===== src/rtl/lfsr_gen.sv =====
// lfsr_gen: configurable Fibonacci/Galois LFSR with run-time seed load,
// multi-step advance per enable and zero-state lockup recovery.
// Optional feature macro: LFSR_PERIOD_EN adds wrap detection and period
// measurement (wrap / period_out); without it both outputs are tied to zero.
module lfsr_gen #(
  parameter int               WIDTH        = 16,
  parameter logic [WIDTH-1:0] TAPS         = WIDTH'(16'h002D),
  parameter int               GALOIS       = 0,
  parameter int               STEPS        = 1,
  parameter logic [WIDTH-1:0] SEED_DEFAULT = {WIDTH{1'b1}}
) (
  input  logic             clk,
  input  logic             reset,
  input  logic             enable,
  input  logic             seed_load,
  input  logic [WIDTH-1:0] seed_in,
  output logic [WIDTH-1:0] value,
  output logic             valid,
  output logic             lockup,
  output logic             wrap,
  output logic [WIDTH-1:0] period_out
);

  localparam logic [WIDTH-1:0] ONES       = {WIDTH{1'b1}};
  localparam logic [WIDTH-1:0] ZERO       = {WIDTH{1'b0}};
  // A zero seed would lock the register, so it is replaced by all-ones.
  localparam logic [WIDTH-1:0] RESET_SEED = (SEED_DEFAULT == ZERO) ? ONES : SEED_DEFAULT;

  // One LFSR shift in the configured structure.
  function automatic logic [WIDTH-1:0] lfsr_step(input logic [WIDTH-1:0] s);
    logic [WIDTH-1:0] r;
    if (GALOIS != 0) begin
      r = {1'b0, s[WIDTH-1:1]} ^ ({WIDTH{s[0]}} & TAPS);
    end else begin
      r = {^(s & TAPS), s[WIDTH-1:1]};
    end
    return r;
  endfunction

  logic [WIDTH-1:0] value_r;
  logic             valid_r;
  logic             lockup_r;
  logic [WIDTH-1:0] adv_s;
  logic [WIDTH-1:0] seed_eff_s;
  logic [WIDTH-1:0] value_nxt_s;
  logic             valid_nxt_s;
  logic             lockup_nxt_s;
  logic             advance_s;

  assign seed_eff_s = (seed_in == ZERO) ? ONES : seed_in;

  // State after STEPS shifts, unrolled so the whole advance fits in one cycle.
  always_comb begin
    adv_s = value_r;
    for (int i = 0; i < STEPS; i++) begin
      adv_s = lfsr_step(adv_s);
    end
  end

  // Next-state selection: load beats lockup recovery, which beats enable.
  always_comb begin
    value_nxt_s  = value_r;
    valid_nxt_s  = valid_r;
    lockup_nxt_s = 1'b0;
    advance_s    = 1'b0;
    if (seed_load) begin
      value_nxt_s  = seed_eff_s;
      valid_nxt_s  = 1'b0;
      lockup_nxt_s = (seed_in == ZERO);
    end else if (value_r == ZERO) begin
      value_nxt_s  = ONES;
      lockup_nxt_s = 1'b1;
    end else if (enable) begin
      value_nxt_s = adv_s;
      valid_nxt_s = 1'b1;
      advance_s   = 1'b1;
    end else begin
      value_nxt_s = value_r;
    end
  end

  // Core state, valid and lockup registers.
  always_ff @(posedge clk) begin
    if (reset) begin
      value_r  <= RESET_SEED;
      valid_r  <= 1'b0;
      lockup_r <= 1'b0;
    end else begin
      value_r  <= value_nxt_s;
      valid_r  <= valid_nxt_s;
      lockup_r <= lockup_nxt_s;
    end
  end

  assign value  = value_r;
  assign valid  = valid_r;
  assign lockup = lockup_r;

`ifdef LFSR_PERIOD_EN
  localparam logic [WIDTH:0] STEP_INC = (WIDTH+1)'(STEPS);

  logic [WIDTH-1:0] seed_r;
  logic [WIDTH:0]   cnt_r;
  logic             wrap_r;
  logic [WIDTH-1:0] period_r;
  logic [WIDTH:0]   cnt_inc_s;

  assign cnt_inc_s = cnt_r + STEP_INC;

  // Track steps since the seed and report the period when the seed recurs.
  always_ff @(posedge clk) begin
    if (reset) begin
      seed_r   <= RESET_SEED;
      cnt_r    <= {(WIDTH+1){1'b0}};
      wrap_r   <= 1'b0;
      period_r <= ZERO;
    end else if (seed_load) begin
      seed_r <= seed_eff_s;
      cnt_r  <= {(WIDTH+1){1'b0}};
      wrap_r <= 1'b0;
    end else if (advance_s) begin
      if (adv_s == seed_r) begin
        wrap_r   <= 1'b1;
        period_r <= cnt_inc_s[WIDTH-1:0];
        cnt_r    <= {(WIDTH+1){1'b0}};
      end else begin
        wrap_r <= 1'b0;
        cnt_r  <= cnt_inc_s;
      end
    end else begin
      wrap_r <= 1'b0;
    end
  end

  assign wrap       = wrap_r;
  assign period_out = period_r;
`else
  assign wrap       = 1'b0;
  assign period_out = ZERO;
`endif

endmodule


===== config.mk =====
export PLATFORM = sky130hd
export DESIGN_NAME = lfsr_gen
export DESIGN_NICKNAME = d
export VERILOG_FILES = /design/src/rtl/lfsr_gen.sv
export SDC_FILE = /design/constraint.sdc
export NUM_CORES = 1
export LEC_CHECK = 0
export ABC_AREA = 1
export CORE_MARGIN = 4
export CORE_UTILIZATION = 45
export DETAILED_ROUTE_END_ITERATION = 10
export GPL_TIMING_DRIVEN = 1
export PLACE_DENSITY = 0.84
export SYNTH_ARGS = -nofsm -noshare
export SYNTH_HDL_FRONTEND = slang
export SYNTH_SLANG_ARGS = --single-unit

===== constraint.sdc =====
create_clock -name clk -period 3.1 [get_ports clk]
set_input_delay 0.465 -clock clk [delete_from_list [all_inputs] [get_ports clk]]
set_output_delay 0.465 -clock clk [all_outputs]
set_load 0.02 [all_outputs]

==> run_results.csv <==
group,metric,value,unit
setup_path,max_stage_delay,0.64,ns
global_routing,grt_overflow,0,
finish,n_antenna_cell,0,
die,die_h,61.4,um
detailed_routing,antenna_left,0,
detailed_routing,vias,1310,
placement,place_worst_setup_slack,1.04,ns
placement,placement.io_buffers,37,
finish,fillers,267,
setup_path,worst_path_max_delay_cell,"clkdlybuf4s50_1",
global_routing,grt_pass1_vias,1160,
placement,placed_area,1560,sq um
clock_tree,cts.sink_count,18,
finish,finish.net_count,264,
setup_path,worstPathRequired,2.63,ns
setup_path,ff2ff_setup_slack,1.66,ns
global_routing,grt_pass1_wl,4750,um
power_and_ir_drop,power_frac_seq,47.7,%
clock_tree,clock-root-buffer,"clkbuf_4",
timing,slew_violations,0,
finish,multi_input_area,713,sq um
die,io_pins,55,
finish,post-route-cell-area,1580,sq um
placement,hpwlAfterDp,2160,um
die,rows,19,
detailed_routing,viasPerCell,4.82,
setup_path,end_kind,"output pin",
power_and_ir_drop,power_density,350,nW/um^2
yosys,synthCells,210,
yosys,async_flop_share,0,%
global_routing,grt_max_degree,19,
yosys,seq_area_frac_synth,28.1,%
detailed_routing,firstDrtPassIters,4,
clock_tree,cts_tree,"done",
worst_hold_path,hold_path_end,"valid$_SDFFE_PP0P_",
yosys,synthFlopType,"dfxtp_1",
finish,synthToLayoutAreaGrowth,23.6,%
timing,rsz0062_at_grt,"false",
detailed_routing,drt-initial-drc-count,51,
detailed_routing,avgRoutedWirePerCell,10.8,um
yosys,ys_ff_latch,18,
power_and_ir_drop,leakage,0.789,nW
timing,fmax,0.549,GHz
power_and_ir_drop,peakVddDrop,0.000226,V
die,initial_core_util,46.9,%
worst_hold_path,hold_start,"valid$_SDFFE_PP0P_",
job,maxCapViolations,0,
power_and_ir_drop,internal_power,0.369,mW
clock_tree,clkTransAtPathRegs,0.11,ns
timing,fin_crit,1.82,ns
setup_path,path_class,"flip-flop to output pin",
setup_path,cp_num_buf_inv,1,
yosys,yosys_warnings,0,
setup_path,timing.rr.start,"value[2]$_SDFFE_PP1P_",
finish,post-route-util,57.9,%
yosys,yosysTopAreaCell,"dfxtp_1",
power_and_ir_drop,switching_share,33.4,%
clock_tree,post_cts.repair.setup_buffers,0,
clock_tree,numCtsBuffers,3,
timing,fin_hold_ws,0.521,ns
clock_tree,postCtsHoldBufs,0,
die,die_w,61.4,um
detailed_routing,detail_route.wirelength,2930,um
yosys,yosysMostFrequentCell,"nand2_1",
global_routing,grt_use_total,16.9,%
clock_tree,cts-resized-gates,0,
setup_path,crit_family,"buffers and inverters",
yosys,syn_area,1280,sq um
yosys,synthTopCellsByCount,"nand2_1 (65), nand3_1 (35), nor2_1 (21), buf_4 (18), dfxtp_1 (18)",
timing,fin_skew,0.0105,ns
die,fp.coreArea,2730,sq um
timing,relSlewSlack,56.7,%
detailed_routing,drc,0,
placement,place_congestion,0.848,
die,die-area,3770,sq um
setup_path,startpoint_type,"flip-flop",
global_routing,antenna_found_initial,0,
setup_path,crit_chain,"clkdlybuf4s50_1",
timing,tns,0,ns
setup_path,reg2reg_depth,8,
finish,drive_gt1_share,3.73,%
timing,fin_crit_sh,58.7,%
yosys,yosysTopAreaCellShare,28.1,%
yosys,synth_area_leaders,"dfxtp_1 (28%), nand2_1 (19%), nand3_1 (14%)",
setup_path,worst_ep_arrival_time,1.35,ns
power_and_ir_drop,clockPowerShare,20.9,%
run_status,status,"finished clean",
yosys,synth_area_per_cell,6.10,sq um
timing,setup_violations,0,
yosys,ys_types,22,
worst_hold_path,holdPathStages,2,
timing,tightest_slew,0.647,ns
setup_path,timing.rr.end,"value[11]$_SDFFE_PP1P_",
timing,hold_viol,0,
power_and_ir_drop,p_comb_share,31.4,%
yosys,synth_edf_count,0,
clock_tree,htreeDepth,1,
clock_tree,clock_latency,0.29,ns
worst_hold_path,hp-class,"flip-flop to flip-flop",
finish,regArea,360,sq um
setup_path,cp_max_fo,6,
clock_tree,clockBufferDepth,2,
power_and_ir_drop,power.switching,0.185,mW
timing,worst_slack,1.28,ns
-- sequential cells by signal (all words and copies together), names as in the netlist --
signal  flops
lockup      1
valid       1
value      16
-- through the flow --
step / power [mW] / std cells
2_1_floorplan: 0.390 / 226
3_3_place_gp: 0.441 / 269
3_5_place_dp: 0.443 / 269
4_1_cts: 0.554 / 272
5_1_grt: 0.590 / 272
6_report: 0.554 / 272
-- worst max-delay path by stage --
stage / start / endpoint / cells past startpoint
global placement: enable / value[14]$_SDFFE_PP1P_ / 6
finish: value[5]$_SDFFE_PP1P_ / value[5] / 1
floorplan: value[2]$_SDFFE_PP1P_ / value[0]$_SDFFE_PP1P_ / 9
global route: enable / value[0]$_SDFFE_PP1P_ / 6
detailed placement: enable / value[13]$_SDFFE_PP1P_ / 6
CTS: value[5]$_SDFFE_PP1P_ / value[5] / 1
-- power by group through the flow --
| stage | clock network (mW) | registers, mW | logic [mW] |
|---|---|---|---|
| final | 0.116 | 0.264 | 0.174 |
| after global routing | 0.129 | 0.267 | 0.195 |
| after CTS | 0.115 | 0.264 | 0.174 |
| after detailed placement | 0 | 0.270 | 0.174 |
| after global placement | 0 | 0.270 | 0.172 |
| after floorplan | 0 | 0.285 | 0.105 |
-- per-layer routing --
metal | wire length, um | share of wire (%) | track usage [%]
met1 | 1240 | 42 | 21.1
met3 | 238 | 8.1 | 3.56
met4 | 39 | 1.3 | 6.36
met2 | 1410 | 48 | 28.4
met5 | 0 | 0 | 0
-- worst reg2reg max path: cells and delay by family, from the launching register on --
family / cells / cell delay, ns
buf+inv: 1 / 0.06
flops: 1 / 0.39
simple gates: 5 / 0.61
fa+ha+maj: 1 / 0.19
compound gates: 1 / 0.09
-- layout by cell type (no fill, tap or decap) --
master	n
a21oi_1	2
clkbuf_4	3
clkdlybuf4s50_1	37
clkinv_1	7
conb_1	17
dfxtp_1	18
ha_1	1
inv_1	13
inv_2	1
nand2_1	65
nand2_2	1
nand2_4	1
nand3_1	35
nand3b_1	1
nor2_1	21
nor2_2	1
nor2_4	2
o21ai_0	7
o21ai_1	8
-- cell families (layout without fill, tap and decap cells) --
kind of cell	count (synthesis)	in the layout	synth area share, %
buffers and inverters	46	61	20.9
other	1	17	0.293
AOI/OAI and AO/OA	17	17	6.64
DFF	18	18	28.1
adders and majority gates	1	1	0.976
and+or+nand+nor	127	127	43.1
-- area by class of cell --
cell class                      count  area share [%]
Sequential cell                    18            22.7
Tap cell                           31            2.45
Inverter                           21            4.98
Clock buffer                        3            1.42
Multi-Input combinational cell    162            45.0
Timing Repair Buffer               37            23.4
No activity file was read; power rests on OpenSTA's default activity.
